**src/rtl/tm_feedback_sched_pkg.sv**
```systemverilog
// tm_fb_pkg: shared definitions for the Tsetlin feedback scheduler.
//   - feedback type encodings carried on fb_type
//   - scheduler FSM state encoding
//   - Galois LFSR feedback polynomial
//   - fb_mask: smallest all-ones mask covering the MSB of its argument
package tm_fb_pkg;

  localparam logic [1:0] FB_NONE    = 2'b00;
  localparam logic [1:0] FB_TYPE_I  = 2'b01;
  localparam logic [1:0] FB_TYPE_II = 2'b10;

  typedef enum logic [1:0] {
    IDLE = 2'd0,
    DRAW = 2'd1,
    EMIT = 2'd2,
    DONE = 2'd3
  } fb_state_e;

  // x^16 + x^14 + x^13 + x^11 + 1, right-shifting Galois form
  localparam logic [15:0] LFSR_POLY = 16'hB400;

  // Smear the highest set bit downward so the result is all-ones up to it
  function automatic logic [15:0] fb_mask(input logic [15:0] x);
    logic [15:0] m;
    m = x;
    for (int i = 1; i < 16; i++) begin
      m = m | (x >> i);
    end
    return m;
  endfunction

endpackage

```
**src/rtl/tm_feedback_sched_lfsr.sv**
```systemverilog
// tm_lfsr16: 16-bit right-shifting Galois LFSR.
//   clk, rst_n : clock, async active-low reset (loads SEED)
//   adv        : advance one step this cycle
//   lfsr       : current state (never zero for a nonzero SEED)
module tm_lfsr16
  import tm_fb_pkg::*;
#(
  parameter logic [15:0] SEED = 16'hACE1
) (
  input  logic        clk,
  input  logic        rst_n,
  input  logic        adv,
  output logic [15:0] lfsr
);

  logic [15:0] lfsr_r;

  // State register: shift right, fold the polynomial in when a 1 drops out
  always_ff @(posedge clk or negedge rst_n) begin
    if (!rst_n) begin
      lfsr_r <= SEED;
    end else if (adv) begin
      lfsr_r <= {1'b0, lfsr_r[15:1]} ^ (lfsr_r[0] ? LFSR_POLY : 16'h0000);
    end
  end

  assign lfsr = lfsr_r;

endmodule

```
**src/rtl/tm_feedback_sched.sv**
```systemverilog
// tm_feedback_sched: walks the clauses of one class, selects each clause with
// probability d/T using rejection-sampled LFSR draws, and issues a Type I /
// Type II feedback command per selected clause over valid/ready.
//   clk, rst_n         : clock, async active-low reset
//   start              : begin a pass (only honoured while idle)
//   T, q, d            : hyperparameter, target flag, threshold (latched on start)
//   busy, done         : pass in progress / one-cycle end-of-pass pulse
//   fb_valid, fb_ready : feedback handshake
//   fb_clause, fb_type : selected clause index and feedback type
module tm_feedback_sched
  import tm_fb_pkg::*;
#(
  parameter int          T_WIDTH   = 8,
  parameter int          N_CLAUSES = 16,
  parameter int          CIDX_W    = 4,
  parameter logic [15:0] LFSR_SEED = 16'hACE1
) (
  input  logic               clk,
  input  logic               rst_n,
  input  logic               start,
  input  logic [T_WIDTH:0]   T,
  input  logic               q,
  input  logic [T_WIDTH-1:0] d,
  output logic               busy,
  output logic               done,
  output logic               fb_valid,
  input  logic               fb_ready,
  output logic [CIDX_W-1:0]  fb_clause,
  output logic [1:0]         fb_type
);

  localparam logic [CIDX_W-1:0] LAST_IDX = CIDX_W'(N_CLAUSES - 1);

  fb_state_e            state_r, state_nxt_s;
  logic [CIDX_W-1:0]    idx_r, idx_nxt_s;
  logic [T_WIDTH:0]     t_r;
  logic [T_WIDTH-1:0]   d_r;
  logic [T_WIDTH-1:0]   mask_r;
  logic                 q_r;
  logic [15:0]          lfsr_s;
  logic                 adv_s;
  logic [T_WIDTH:0]     r_ext_s;
  logic [T_WIDTH:0]     d_ext_s;
  logic                 last_s;
  logic                 busy_r, done_r, fb_valid_r;
  logic [CIDX_W-1:0]    fb_clause_r;
  logic [1:0]           fb_type_r;

  tm_lfsr16 #(.SEED(LFSR_SEED)) u_lfsr (
    .clk   (clk),
    .rst_n (rst_n),
    .adv   (adv_s),
    .lfsr  (lfsr_s)
  );

  // Masked draw is uniform over a power-of-two range; values >= T get rejected
  assign r_ext_s = {1'b0, T_WIDTH'(lfsr_s) & mask_r};
  assign d_ext_s = {1'b0, d_r};
  assign last_s  = (idx_r == LAST_IDX);

  // Pass parameters are captured once per accepted start
  always_ff @(posedge clk or negedge rst_n) begin
    if (!rst_n) begin
      t_r    <= {(T_WIDTH+1){1'b0}};
      d_r    <= {T_WIDTH{1'b0}};
      q_r    <= 1'b0;
      mask_r <= {T_WIDTH{1'b0}};
    end else if ((state_r == IDLE) && start) begin
      t_r    <= T;
      d_r    <= d;
      q_r    <= q;
      mask_r <= T_WIDTH'(fb_mask(16'(T) - 16'd1));
    end
  end

  // Next-state, clause index and LFSR advance
  always_comb begin
    state_nxt_s = state_r;
    idx_nxt_s   = idx_r;
    adv_s       = 1'b0;
    case (state_r)
      IDLE: begin
        if (start) begin
          idx_nxt_s = {CIDX_W{1'b0}};
          if ((d == {T_WIDTH{1'b0}}) || (T == {(T_WIDTH+1){1'b0}})) begin
            state_nxt_s = DONE;
          end else begin
            state_nxt_s = DRAW;
          end
        end else begin
          state_nxt_s = IDLE;
        end
      end
      DRAW: begin
        if (d_ext_s >= t_r) begin
          // Certain selection: no draw needed, LFSR holds
          state_nxt_s = EMIT;
        end else begin
          adv_s = 1'b1;
          if (r_ext_s >= t_r) begin
            state_nxt_s = DRAW;
          end else if (r_ext_s < d_ext_s) begin
            state_nxt_s = EMIT;
          end else if (last_s) begin
            state_nxt_s = DONE;
          end else begin
            idx_nxt_s = idx_r + CIDX_W'(1);
          end
        end
      end
      EMIT: begin
        if (fb_ready) begin
          if (last_s) begin
            state_nxt_s = DONE;
          end else begin
            idx_nxt_s   = idx_r + CIDX_W'(1);
            state_nxt_s = DRAW;
          end
        end else begin
          state_nxt_s = EMIT;
        end
      end
      DONE: begin
        state_nxt_s = IDLE;
      end
      default: begin
        state_nxt_s = IDLE;
      end
    endcase
  end

  // State/index registers and outputs registered from the next state
  always_ff @(posedge clk or negedge rst_n) begin
    if (!rst_n) begin
      state_r     <= IDLE;
      idx_r       <= {CIDX_W{1'b0}};
      busy_r      <= 1'b0;
      done_r      <= 1'b0;
      fb_valid_r  <= 1'b0;
      fb_clause_r <= {CIDX_W{1'b0}};
      fb_type_r   <= FB_NONE;
    end else begin
      state_r     <= state_nxt_s;
      idx_r       <= idx_nxt_s;
      busy_r      <= (state_nxt_s != IDLE);
      done_r      <= (state_nxt_s == DONE);
      fb_valid_r  <= (state_nxt_s == EMIT);
      fb_clause_r <= (state_nxt_s == EMIT) ? idx_nxt_s : {CIDX_W{1'b0}};
      // Even clauses are positive polarity: Type I when q=1, Type II when q=0
      if (state_nxt_s == EMIT) begin
        fb_type_r <= (idx_nxt_s[0] != q_r) ? FB_TYPE_I : FB_TYPE_II;
      end else begin
        fb_type_r <= FB_NONE;
      end
    end
  end

  assign busy      = busy_r;
  assign done      = done_r;
  assign fb_valid  = fb_valid_r;
  assign fb_clause = fb_clause_r;
  assign fb_type   = fb_type_r;

endmodule

```
**config.mk**
```make
export PLATFORM = sky130hd
export DESIGN_NAME = tm_feedback_sched
export DESIGN_NICKNAME = d
export VERILOG_FILES = /design/src/rtl/tm_feedback_sched_pkg.sv /design/src/rtl/tm_feedback_sched_lfsr.sv /design/src/rtl/tm_feedback_sched.sv
export SDC_FILE = /design/constraint.sdc
export NUM_CORES = 1
export LEC_CHECK = 0
export ABC_CLOCK_PERIOD_IN_PS = 3200
export CAP_MARGIN = 30
export CORE_MARGIN = 3
export CORE_UTILIZATION = 50
export DETAILED_ROUTE_END_ITERATION = 7
export PLACE_DENSITY_LB_ADDON = 0.05
export SLEW_MARGIN = 20
export SYNTH_ARGS = -nofsm -noshare
export SYNTH_HDL_FRONTEND = slang
export SYNTH_SLANG_ARGS = --single-unit
```
**constraint.sdc**
```tcl
create_clock -name clk -period 3.2 [get_ports clk]
set_input_delay 0.64 -clock clk [delete_from_list [all_inputs] [get_ports clk]]
set_output_delay 0.64 -clock clk [all_outputs]
set_load 0.01 [all_outputs]
```
Word-level counts from Yosys, hierarchy flattened:

Index checks and enable logic that the tools add are counted.

* memories kept: 0
* bits of input ports: 22
* latch bits: 0
* word-level logic and storage cells: 69
* memory bits (read-only): 0
* bits in registers: 57
* memory bits (writable): 0

* equality and inequality tests: 7
* order comparisons: 3
* reduce and logical (&&, ||, !) cells: 6
* add/subtract/negate cells: 2
* multipliers: 0
* shift operators: 0
* div/mod/pow operators: 0
* bitwise gates (word level): 17
* multiplexer cells: 22

Operators by type and width (count)
* OR 8 bit: 8
* 2-to-1 mux 4 bit: 7
* 2-to-1 mux 2 bit: 10
* greater-or-equal comparator 8 x 9 -> 1 bit: 2
* 2-to-1 mux 16 bit: 1
* XOR 15 x 16 -> 16 bit: 1
* case mux 4 bit (3 select lines): 1
* subtractor 9 x 1 -> 10 bit, second input constant: 1
* zero test 9 bit: 1
* bitwise AND 8 bit: 1
* == test 2 bit, second input constant: 4
* zero test 8 bit: 1
* < comparator 8 bit: 1
* OR 8 x 1 -> 8 bit: 1
* OR 8 x 2 -> 8 bit: 1
* OR 8 x 3 -> 8 bit: 1
* OR 8 x 4 -> 8 bit: 1
* OR 8 x 5 -> 8 bit: 1
* OR 8 x 6 -> 8 bit: 1
* OR 8 x 7 -> 8 bit: 1
* case mux 2 bit (4 select lines): 1
* adder 4 x 1 -> 4 bit, second input constant: 1
* == test 4 bit, second input constant: 1
* == test 2 x 1 -> 1 bit, second input constant: 1
* other kinds (6): 7

Logic depth before layout (Yosys ltp):

* depth after elaboration: 16
* mapped depth: 10

Hierarchy:

A second synthesis with hierarchy kept.

* cells, all modules: 335
* area total of the unflattened synthesis: 3280.6 um^2

Modules (own cells, without submodules)
* tm_feedback_sched: cells each 295, seq. area each 1026.0 um^2, area each 2625.0 um^2, times used 1
* tm_lfsr16: cells each 40, seq. area each 410.4 um^2, area each 655.6 um^2, times used 1

Worst setup path after synthesis:

OpenSTA, ideal clock, no wires.

* path kind: register -> register
* from: register u_lfsr.lfsr_r[7] (netlist: u_lfsr.lfsr[7])
* to: register fb_type_r[0] (netlist: fb_type[0])
* arrival: 2494 ps
* period minus slack after synthesis: 2615 ps
* stages on the path, launching flop included: 10
* path slack: 585 ps
* library setup time: 121 ps
* buffers on the path: 0
* cell sequence: dfstp_2 > and2_1 > ha_1 > nand3_1 > or3_1 > o221a_2 > a21oi_4 > a311oi_2 > or4_4 > and4bb_1

* longest elaborated chain between the ends: 9
* elaborated cells on any way between the ends: 15
* classes of those cells: order compare (2); eq/ne (2); mux (10); bitwise (1)

Ends and longest elaborated chain
* start: declaration: line tm_feedback_sched_lfsr.sv:16 `logic [15:0] lfsr_r;`
* start signal: assignment: line tm_feedback_sched_lfsr.sv:23 `lfsr_r <= {1'b0, lfsr_r[15:1]} ^ (lfsr_r[0] ? LFSR_POLY : 16'h0000);`
* bitwise AND 8 bit *: line tm_feedback_sched.sv:57 `assign r_ext_s = {1'b0, T_WIDTH'(lfsr_s) & mask_r};`
* < comparator 8 bit: line tm_feedback_sched.sv:102 `end else if (r_ext_s < d_ext_s) begin`
* 2-to-1 mux 4 bit: line tm_feedback_sched.sv:102
* 2-to-1 mux 4 bit: line tm_feedback_sched.sv:100 `if (r_ext_s >= t_r) begin`
* 2-to-1 mux 4 bit: line tm_feedback_sched.sv:95 `if (d_ext_s >= t_r) begin`
* case mux 4 bit (3 select lines): line tm_feedback_sched.sv:81 `case (state_r)`
* inequality test 1 bit: line tm_feedback_sched.sv:151 `fb_type_r <= (idx_nxt_s[0] != q_r) ? FB_TYPE_I : FB_TYPE_II;`
* 2-to-1 mux 2 bit: line tm_feedback_sched.sv:151
* 2-to-1 mux 2 bit *: line tm_feedback_sched.sv:150 `if (state_nxt_s == EMIT) begin`
* end signal: assignment: line tm_feedback_sched.sv:151
* end: declaration: line tm_feedback_sched.sv:47 `logic [1:0] fb_type_r;`

Mark *: on every way between the ends. The rest lies on a longest branch, timed or not.
A chain may end at the register's enable or synchronous reset.

Worst setup path in the final report:

* from: register u_lfsr.lfsr_r[6] (netlist: u_lfsr.lfsr[6])
* to: register fb_type_r[0] (netlist: fb_type[0])

The elaborated chain is that of the path after synthesis.

==> metrics.csv <==
stage,metric,value,unit
clocking,cts.path.max_buffers,2,
power,p_leak,1.69,nW
synthesis,ys_seq_area_share,43.0,%
power,p_int,2.40,mW
clocking,cts_resized,0,
critical_path,r2r_end,fb_type[0],
clocking,clkTransAtPathRegs,0.07,ns
critical_path,path_max_fanout,10,
clocking,worstSkewPairLatency,0.34,ns
die,ios,31,
critical_path,worstReg2RegStart,u_lfsr.lfsr[6],
clocking,htree_levels,3,
place,place_area,3760,um2
grt,grt_pass1_wl,12000,um
critical_path,startpoint_type,flip-flop,
final_layout,diodes,0,
place,portBuffers,30,
clocking,hold_buffers,0,
synthesis,synth-async-reset-ratio,100,%
power,switching_power,1.70,mW
grt,grt_overflow_total,0,
critical_path,reg2regPathDepth,9,
power,seq_power_share,31.0,%
sta,slew_violations,0,
place,place_inst,447,
drt,drtAntennaViolNets,0,
sta,final-setup-viol-count,0,
sta,skew,0.00760,ns
final_layout,layout_commonest_cell,dfrtp_1,
clocking,postCtsSetupBuffers,0,
synthesis,synth_edf_count,0,
final_layout,nets,427,
grt,grt_max_degree,43,
final_layout,drive_gt1_share,19.2,%
drt,first_iter_violations,106,
synthesis,synth_cell_type_count,62,
die,row_count,29,
die,core,6420,um2
synthesis,synth_warnings,0,
grt,first_global_vias,2500,
outcome,status,finished clean,
drt,route.detailed.drc,0,
clocking,cts.sink_count,57,
die,die_area,7690,um2
critical_path,cp-end-kind,flip-flop,
synthesis,synth_seq_cells,57,
sta,final.setup.tns,0,ns
sta,worst_slew_pin_slew,0.841,ns
synthesis,netlist_instances,339,
critical_path,reg2reg_slack,0.23,ns
sta,hold_violations,0,
clocking,cts_buffers,9,
sta,max_freq,337,MHz
critical_path,arrival,3.20,ns
die,die_w,87.7,um
grt,grt_antenna_before_repair,0,
final_layout,finalInstanceArea,3960,um2
drt,wirelength,7450,um
synthesis,synth_fp_nets,385,
drt,drt_first_pass_iters,4,
drt,via_per_inst,5.67,
power,clkPwrFrac,16.6,%
synthesis,ys.flop_type,dfrtp_1,
drt,vias,2624,
place,dp_hpwl,5630,um
final_layout,syn_to_final_growth,18.7,%
synthesis,syn_area,3340,um2
power,peakVddDrop,0.699,mV
sta,rsz0062_at_grt,no,
die,start_util,52.0,%
sta,min_period,2.97,ns
worst_hold_path,min_path_type,primary input to async pin,
clocking,cts_root_buffer,clkbuf_8,
die,die_h,87.7,um
power,power_density,1040,nW/um2
critical_path,crit_required,3.43,ns
sta,period_share,92.7,%
place,routabilityCongestion,0.919,
synthesis,avgSynthCellArea,9.84,um2
final_layout,instances_no_fill,463,
critical_path,worst-setup-path-type,flip-flop to flip-flop,
power,power_frac_comb,52.4,%
clocking,cts_tree,done,
power,swShare,41.5,%
final_layout,fillCellCount,579,
job,drv_cap,0,
sta,relSlewSlack,43.9,%
grt,track_usage,20.6,%
drt,wl_per_cell,16.1,um
final_layout,final_cell_mix,"dfrtp_1, clkdlybuf4s50_1, nand2_1, nor2_1",
==> worst max-delay path by stage <==
stage | startpoint | slack (ns) | endpoint | depth (start not counted)
after CTS | u_lfsr.lfsr[7] | 0.26 | fb_type[0] | 9
after global placement | T[5] | 0.26 | fb_clause[1] | 8
after detailed placement | T[5] | 0.21 | fb_type[0] | 8
after floorplan | u_lfsr.lfsr[7] | 0.58 | fb_type[0] | 9
after global routing | u_lfsr.lfsr[6] | 0.06 | fb_type[0] | 9
final | u_lfsr.lfsr[6] | 0.23 | fb_type[0] | 9
==> through the flow <==
step / total power, mW / hold slack (ns) / util [%] / setup WS, ns
2_1_floorplan: 2.89 / 0.344 / - / 0.585
3_3_place_gp: 3.37 / 0.492 / 58.5 / 0.259
3_5_place_dp: 3.41 / 0.486 / 58.5 / 0.209
4_1_cts: 4.11 / 0.210 / 61.7 / 0.258
5_1_grt: 4.44 / 0.214 / 61.7 / 0.0621
6_report: 4.10 / 0.201 / 61.7 / 0.235
==> power groups by stage <==
stage          clock [mW]  combinational [mW]  sequential [mW]
3_3_place_gp            0                2.09             1.27
2_1_floorplan           0                1.69             1.19
5_1_grt             0.732                2.40             1.31
4_1_cts             0.694                2.15             1.27
6_report            0.680                2.15             1.27
3_5_place_dp            0                2.13             1.28
==> worst max-delay path: stages (launching register included) <==
cell	delay, ns
dfstp_2	0.55
and2_1	0.19
ha_1	0.16
nand3_1	0.13
or3_1	0.36
o221a_2	0.28
a21oi_1	0.15
o21bai_1	0.09
a21oi_1	0.68
and4bb_1	0.26
==> registers in the layout, indices dropped and copies added (netlist names) <==
register     flops
mask_r           8
fb_valid         1
state_r          2
done             1
busy             1
fb_clause        4
idx_r            4
u_lfsr.lfsr     16
d_r              8
q_r              1
t_r              9
fb_type          2
==> synthesized netlist by cell type (4+ instances only) <==
cell type,instances,area [um2]
dfrtp_1,49,1230
nand2_1,26,97.6
nor2_1,26,97.6
a21oi_1,24,120
ha_1,24,300
inv_1,24,90.1
o21ai_0,19,95.1
mux2_2,18,203
nor3_1,11,55.1
a31oi_1,8,50.1
and2_1,8,50.1
dfstp_2,8,210
nand3_1,7,35.0
clkbuf_1,6,22.5
nand2b_1,5,31.3
xnor2_1,5,43.8
nor4_1,4,25.0
==> final cells by class <==
| type | count | area (um2) | share of cell area (%) |
|---|---|---|---|
| multi-input combinational | 246 | 1750 | 44.1 |
| timing repair buffer | 42 | 385 | 9.73 |
| tap | 77 | 96.3 | 2.43 |
| clock inverter | 7 | 80.1 | 2.02 |
| clock buffer | 9 | 124 | 3.13 |
| inverter | 25 | 93.8 | 2.37 |
| sequential | 57 | 1440 | 36.2 |
==> per-layer routing <==
metal  share of wire [%]  vias to the layer above  routed length, um  global-route usage [%]
li1                    -                     1308                  -                       -
met1                  48                     1247               3570                    28.4
met2                  45                       59               3370                    31.4
met3                 6.0                       10                448                    6.02
met4                0.85                        0                 63                    6.14
met5                   0                        -                  0                       0
==> cell families after synthesis <==
family                   synth area share (%)
flip-flops                               43.0
AO/OA/AOI/OAI                            18.7
XOR/XNOR                                 1.84
adder cells (fa/ha/maj)                  9.00
AND/OR/NAND/NOR                          16.5
buffers and inverters                    4.76
multiplexers                             6.07
No activity file was read; power rests on OpenSTA's default activity.
